## config.mk

```make
export PLATFORM = sky130hd
export DESIGN_NAME = clk_div_bank
export DESIGN_NICKNAME = d
export VERILOG_FILES = /design/src/rtl/clk_div_pkg.sv /design/src/rtl/clk_div_ch.sv /design/src/rtl/clk_div_bank.sv
export SDC_FILE = /design/constraint.sdc
export NUM_CORES = 1
export LEC_CHECK = 0
export CORE_MARGIN = 10
export CORE_UTILIZATION = 50
export CTS_BUF_LIST = sky130_fd_sc_hd__clkbuf_4 sky130_fd_sc_hd__clkbuf_8 sky130_fd_sc_hd__clkbuf_16
export DETAILED_ROUTE_END_ITERATION = 8
export GPL_TIMING_DRIVEN = 1
export PLACE_DENSITY_LB_ADDON = 0.1
export SLEW_MARGIN = 20
export SYNTH_ARGS = -nofsm -noshare
export SYNTH_HDL_FRONTEND = slang
export SYNTH_SLANG_ARGS = --single-unit
```

## constraint.sdc

```tcl
create_clock -name clk100MHz -period 10 [get_ports clk100MHz]
set_clock_uncertainty 0.05 [all_clocks]
set_input_delay 3 -clock clk100MHz [delete_from_list [all_inputs] [get_ports clk100MHz]]
set_output_delay 3 -clock clk100MHz [all_outputs]
set_load 0.01 [all_outputs]
```

## src/rtl/clk_div_pkg.sv

```systemverilog
// Shared defaults, half-period type and helpers for the divided-clock bank.
package clk_div_pkg;

    localparam int unsigned DIV_W_DEF    = 32;
    localparam int unsigned DEF_HALF_DEF = 10000;

    typedef logic [DIV_W_DEF-1:0] half_t;

    // Width of a channel-select field; never narrower than one bit.
    function automatic int unsigned sel_w(input int unsigned n);
        return (n > 32'd1) ? 32'($clog2(n)) : 32'd1;
    endfunction

endpackage

```

## src/rtl/clk_div_ch.sv

```systemverilog
// One divided-clock channel: active/pending half-period, counter, toggle and tick.
module clk_div_ch
    import clk_div_pkg::*;
#(
    parameter int unsigned DIV_W    = DIV_W_DEF,
    parameter int unsigned DEF_HALF = DEF_HALF_DEF
) (
    input  logic             clk100MHz,
    input  logic             rst,
    input  logic             wr_en,
    input  logic [DIV_W-1:0] wr_data,
    input  logic             sync_restart,
    output logic             clk_out,
    output logic             tick,
    output logic             active
);

    localparam logic [DIV_W-1:0] DEF_VAL = DIV_W'(DEF_HALF);

    logic [DIV_W-1:0] half_q, half_d;
    logic [DIV_W-1:0] pend_q, pend_d;
    logic [DIV_W-1:0] cnt_q,  cnt_d;
    logic             clk_q,  clk_d;
    logic             tick_q, tick_d;
    logic             active_q;

    // Next-state: a new half-period is only adopted at a toggle edge, on restart, or when idle.
    always_comb begin
        half_d = half_q;
        pend_d = pend_q;
        cnt_d  = cnt_q;
        clk_d  = clk_q;
        tick_d = 1'b0;
        if (wr_en) begin
            pend_d = wr_data;
        end
        if (sync_restart) begin
            cnt_d  = '0;
            clk_d  = 1'b0;
            half_d = wr_en ? wr_data : pend_q;
        end else if (half_q == '0) begin
            cnt_d = '0;
            clk_d = 1'b0;
            if (wr_en) begin
                half_d = wr_data;
            end
        end else if (cnt_q == half_q - DIV_W'(1)) begin
            cnt_d  = '0;
            half_d = wr_en ? wr_data : pend_q;
            if (half_d == '0) begin
                clk_d = 1'b0;
            end else begin
                clk_d  = ~clk_q;
                tick_d = ~clk_q;
            end
        end else begin
            cnt_d = cnt_q + DIV_W'(1);
        end
    end

    always_ff @(posedge clk100MHz) begin
        if (rst) begin
            half_q   <= DEF_VAL;
            pend_q   <= DEF_VAL;
            cnt_q    <= '0;
            clk_q    <= 1'b0;
            tick_q   <= 1'b0;
            active_q <= (DEF_VAL != '0);
        end else begin
            half_q   <= half_d;
            pend_q   <= pend_d;
            cnt_q    <= cnt_d;
            clk_q    <= clk_d;
            tick_q   <= tick_d;
            active_q <= (half_d != '0);
        end
    end

    assign clk_out = clk_q;
    assign tick    = tick_q;
    assign active  = active_q;

endmodule

```

## src/rtl/clk_div_bank.sv

```systemverilog
// Bank of independent clock dividers sharing one write port and a phase-align restart.
module clk_div_bank
    import clk_div_pkg::*;
#(
    parameter int unsigned NUM_CH   = 4,
    parameter int unsigned DIV_W    = DIV_W_DEF,
    parameter int unsigned DEF_HALF = DEF_HALF_DEF
) (
    input  logic                      clk100MHz,
    input  logic                      rst,
    input  logic                      wr_en,
    input  logic [sel_w(NUM_CH)-1:0]  wr_sel,
    input  logic [DIV_W-1:0]          wr_data,
    input  logic                      sync_restart,
    output logic [NUM_CH-1:0]         clk_out,
    output logic [NUM_CH-1:0]         tick,
    output logic [NUM_CH-1:0]         active
);

    localparam int unsigned SEL_W = sel_w(NUM_CH);

    // Out-of-range selects match no channel and are therefore dropped.
    for (genvar i = 0; i < NUM_CH; i++) begin : g_ch
        logic hit;
        assign hit = wr_en && (wr_sel == SEL_W'(i));

        clk_div_ch #(
            .DIV_W    (DIV_W),
            .DEF_HALF (DEF_HALF)
        ) u_ch (
            .clk100MHz    (clk100MHz),
            .rst          (rst),
            .wr_en        (hit),
            .wr_data      (wr_data),
            .sync_restart (sync_restart),
            .clk_out      (clk_out[i]),
            .tick         (tick[i]),
            .active       (active[i])
        );
    end

endmodule

```

# Word level (Yosys, flattened, before mapping)
# Index checks and enable logic that the tools add are counted.
# totals
word_cells	100
mem_bits_rw	0
register_bits	396
rom_bits	0
n_memories	0
latch_bits	0
inputBits	38
# op_classes
order_cmp	0
add_sub_neg	8
n_eq_ne	7
reduce_logical	29
mux	24
mul	0
shifts	0
n_div	0
bitwise_logic	8
# op_table
cell	count
32-bit 2-to-1 mux	20
32-bit logical NOT	8
32-bit by 1-bit adder with 32-bit output, second input constant	4
32-bit equality test	4
32-bit nonzero test	4
32-bit by 1-bit subtractor with 32-bit output, second input constant	4
4-bit OR reduction	8
3-bit OR reduction	4
1-bit inverter	8
2-bit equality test, second input constant	2
1-bit logical AND	4
1-bit 2-to-1 mux	4
2-bit by 1-bit equality test with 1-bit output, second input constant	1
2-bit logical NOT	1

# Logic depth before layout (Yosys ltp)
# logic_depth
ltp_word	7
depth_mapped	18
depth_no_buf	14

# Cells and area by module
# Synthesis repeated with hierarchy kept, for this count alone.
# hier_totals
cells_unflattened	2812
hier_area_um2	23069.6
# by_module_without_submodules
mod	cells_each	area_per_inst_um2	n_inst	seq_area_each_um2
clk_div_ch (g_ch[2].u_ch ...)	712	5879.4	2	1981.9
clk_div_ch (g_ch[0].u_ch ...)	692	5636.7	2	1981.9
clk_div_bank	4	37.5	1	0.0

# Worst setup path before layout
# No wires, ideal clock.
# synth_path
path_type	input -> register
start	input port wr_en
end	register g_ch[1].u_ch.active_q
required_time_ns	9.816
setup_time_ns	0.134
arrival_ns	5.452
path_buffers	3
stages	11
slack_ns	4.363
cell_sequence	nand2_1 -> or2_2 -> clkbuf_1 -> or3_1 -> clkbuf_1 -> a21o_1 -> clkbuf_1 -> nor2_1 -> o22ai_1 -> or4b_1 -> or4_1
# synth_between
elab_chain_cells	6
word_cells_on_any_way	7
cone_classes	mux (5); reduce/logical (2)
# synth_rtl
element	line_no	rtl
start, declared	clk_div_bank.sv:11	input logic wr_en,
1-bit logical AND *	clk_div_bank.sv:25	assign hit = wr_en && (wr_sel == SEL_W'(i));
32-bit 2-to-1 mux	clk_div_ch.sv:40, clk_div_ch.sv:49	
32-bit 2-to-1 mux	clk_div_ch.sv:47	end else if (cnt_q == half_q - DIV_W'(1)) begin
32-bit 2-to-1 mux	clk_div_ch.sv:41	end else if (half_q == '0) begin
32-bit 2-to-1 mux *	clk_div_ch.sv:37	if (sync_restart) begin
32-bit nonzero test *	clk_div_ch.sv:75	active_q <= (half_d != '0);
end signal, assigned	clk_div_ch.sv:68	active_q <= (DEF_VAL != '0);
end signal, assigned	clk_div_ch.sv:75	
end, declared	clk_div_ch.sv:25	logic active_q;
# Every way passes the cells marked *; elsewhere a longest branch is shown, timed or not.
# A chain may end at the register's enable or synchronous reset.

# Final worst setup path
# layout_path
start	input port wr_sel[0]
end	register g_ch[1].u_ch.active_q
# layout_between
elab_chain_cells	7
word_cells_on_any_way	8
cone_classes	eq/ne (1); mux (5); reduce/logical (2)
# layout_rtl
element	line_no	rtl
start, declared	clk_div_bank.sv:12	input logic [sel_w(NUM_CH)-1:0] wr_sel,
2-bit by 1-bit equality test with 1-bit output *	clk_div_bank.sv:25	
1-bit logical AND *	clk_div_bank.sv:25	
32-bit 2-to-1 mux	clk_div_ch.sv:40, clk_div_ch.sv:49	
32-bit 2-to-1 mux	clk_div_ch.sv:47	
32-bit 2-to-1 mux	clk_div_ch.sv:41	
32-bit 2-to-1 mux *	clk_div_ch.sv:37	
32-bit nonzero test *	clk_div_ch.sv:75	
# Marked as above.

==> metrics.md <==
| Metric | Value |
|---|---|
| Crit-path slowest cell | clkdlybuf4s50_1 |
| Cell count after synthesis | 2917 |
| CTS Root Cell | clkbuf_16 |
| Wire per inst | 21.7 um |
| GRT Util Overall | 27.0% |
| Final hold slack | 419 ps |
| Num CTS Buffers | 45 |
| Synth cell count leaders | dfxtp_1, nor2_1, nand2_1 |
| Global-route wire length before repair | 117 mm |
| Grt total ovfl | 0 |
| #FFs+latches synth | 396 |
| Placeable Area | 44400 um^2 |
| DR vias/cell | 6.25 |
| Ys Warns | 0 |
| Rows | 77 |
| Area contributors post-synth | dfxtp_1, nor2_1, nand2_1 |
| Most used DFF post-synth | dfxtp_1 |
| Synth unique cells | 93 |
| Setup violations, final | 0 |
| Arr. time, crit path | 6580 ps |
| Max FO, Critical Path | 51 |
| RSZ-0062 raised after global routing | false |
| Syn Nets | 2963 |
| Status | finished, final reports clean |
| Area leader, netlist | dfxtp_1 |
| Hold Fails Final Rpt | 0 |
| Adder-cell area share of the yosys netlist | 0.444% |
| CP Cell Sequence | clkdlybuf4s50_1 -> nand2_1 -> or2_2 -> buf_4 -> or3_1 -> a21o_1 -> o22ai_1 -> o21ai_1 -> or4b_1 -> or4_1 |
| Max_cap viols | 0 |
| Layout area overhead | 9.88% |
| Pwr dens | 161 nW/um^2 |
| Detailed Route WL | 75.1 mm |
| Initial core utilization | 50.8% |
| Worst-Margin Slew | 1110 ps |
| Post-Synth Simple-Gate Area | 31.3% |
| Clock tree buffer depth | 3 |
| Vias in the first global route | 20200 |
| Synth async-reset ratio | 0% |
| Crit-path max cell delay | 600 ps |
| Synthesized cell area | 22500 um^2 |
| I/O Buffers | 49 |
| DP Area | 23100 um^2 |
| Final Instance Area | 24800 um^2 |
| Post-synthesis sequential area ratio | 35.2% |
| Critical Path Source Type | input pin |
| Drt pass-1 iters | 6 |
| H-tree levels | 2 |
| Worst slew margin | 25.7% |
| DR vias | 21700 |
| Post-CTS resize count | 0 |
| Mux cell area share after synthesis | 2.76% |
| Post-Synth XOR/XNOR Area | 9.97% |
| GP Congestion | 0.948 |
| NumNets Final | 2885 |
| Die X | 232 um |
| Boundary Pins | 50 |
| Area share of the largest cell type after synthesis | 35.2% |
| Detailed Place HPWL | 54.1 mm |
| Die ar. | 54000 um^2 |
| Clk slew on worst S/H paths | 70 ps |
| Largest family of logic cells by synthesized area | simple AND/OR/NAND/NOR gates |
| TritonCTS clock tree | yes |
| 1st-iter DRT viols | 2180 |
| Setup tns final | 0 ps |
| Worst Path Class, Setup | in -> reg |
| Period minus WS final | 6180 ps |
| Syn avg cell area | 7.73 um^2 |
| EDFF count, synth | 0 |
| Total clock sinks | 396 |
| Final slew viol count | 0 |
| Compound-Gate Fraction of Synth Area | 15.8% |
| Tcrit/Tclk final | 61.8% |
| Max IR drop VDD | 0.125 mV |
| Worst min path class | reg -> reg |
| Setup Fix Bufs, Post-CTS | 0 |
| Die height | 232 um |
| Final core occ | 55.8% |
| Most instantiated library cell after synthesis | dfxtp_1 |
| R2r setup slk | 4220 ps |
| Fmax | 0.162 GHz |
| Pin count of the biggest net entering global routing | 80 |
| Req. time, crit path | 10400 ps |
| Post-DRT Antenna Nets | 0 |
| Antenna violations before repair | 0 |
| Crit. End Element | flip-flop |
| Total power | 0.00398 W |
| Residual DRC count | 0 |
| Worst skew pair latency | 600 ps |
| Leakage power | 8.96 nW |
| Cts hold-fix bufs | 0 |
| Fraction of layout cells with a size suffix above 1 | 5.99% |
==> through the flow <==
| stage | cells | worst slack [ps] |
|---|---|---|
| floorplan | 2917 | 4360 |
| global placement | 3384 | 3300 |
| detailed placement | 3384 | 3250 |
| CTS | 3465 | 3850 |
| global route | 3465 | 3530 |
| finish | 3466 | 3820 |
==> layout make-up <==
cell class                      count  area [um^2]
Timing Repair Buffer               76          689
Sequential cell                   396         7930
Tap cell                          592          741
Multi-Input combinational cell   2270        13600
Fill cell                        4250        19600
Clock buffer                       61         1310
Inverter                           50          188
Antenna cell                        1         2.50
Clock inverter                     20          318
==> routing by layer <==
metal  part of all wire [%]  up-vias  GRT usage, %
met1                     45    10400          37.7
met3                    8.2      146          4.40
met2                     44      858          42.1
met5                      0        -             0
met4                    2.3        0          7.27
li1                       -    10300             -
==> worst paths after layout <==
path                                 from                 endpoint  depth (start not counted)
hold / removal    g_ch[2].u_ch.pend_q[16]  g_ch[2].u_ch.pend_q[16]                          2
setup reg to reg   g_ch[1].u_ch.half_q[6]      g_ch[1].u_ch.active                         12
setup / recovery                wr_sel[0]      g_ch[1].u_ch.active                         10
hold reg to reg   g_ch[2].u_ch.pend_q[16]  g_ch[2].u_ch.pend_q[16]                          2
==> state kept, by name (all words and copies together), names as in the netlist <==
register           flops
g_ch.u_ch.pend_q     128
g_ch.u_ch.cnt_q      128
g_ch.u_ch.clk_out      4
g_ch.u_ch.half_q     128
g_ch.u_ch.tick         4
g_ch.u_ch.active       4
==> cell usage in the layout, fill, tap and decap left out, types with 11 or more instances in the layout <==
master           instances
nand2_1                359
nor3_1                  99
or3_1                   59
and3_1                  46
nor4_1                  72
buf_4                   27
a211oi_1                19
clkdlybuf4s50_1         47
nor2_1                 383
o211ai_1                15
o21ai_0                 66
o22ai_1                 22
a22oi_1                 20
nor3b_1                 12
a31oi_1                 17
a21boi_0                12
nand2b_1                25
o31ai_1                 20
clkbuf_16               46
or4_1                   37
mux2i_1                 60
or2_2                   18
nand3_1                101
xnor2_1                126
dfxtp_1                396
inv_1                   48
nand4_1                 76
a21oi_1                171
o311ai_0                11
and2_1                  44
nor2b_1                 14
xor2_1                 128
o21a_1                  12
a221oi_1                16
==> worst max-delay path, delay by kind of cell <==
kind / cells / cell delay [ps]
AOI/OAI and AO/OA: 3 / 750
buffers and inverters: 2 / 900
and+or+nand+nor: 5 / 1880
==> report_power, final <==
part / switching (W) / internal [W]
Sequential: 0.0000684 / 0.00162
Clock: 0.000707 / 0.00112
Combinational: 0.000295 / 0.000166
Total: 0.00107 / 0.00291
==> logic make-up (layout without fill, tap and decap cells) <==
| group | count (synthesis) | in the layout |
|---|---|---|
| buffers and inverters | 251 | 207 |
| muxes | 62 | 62 |
| AOI/OAI and AO/OA | 527 | 527 |
| and+or+nand+nor | 1418 | 1418 |
| adders and majority gates | 8 | 8 |
| xor gates and xnor gates | 255 | 255 |
| DFF | 396 | 396 |
| other | 0 | 1 |
Note: power is estimated with default switching activity, not from simulation.
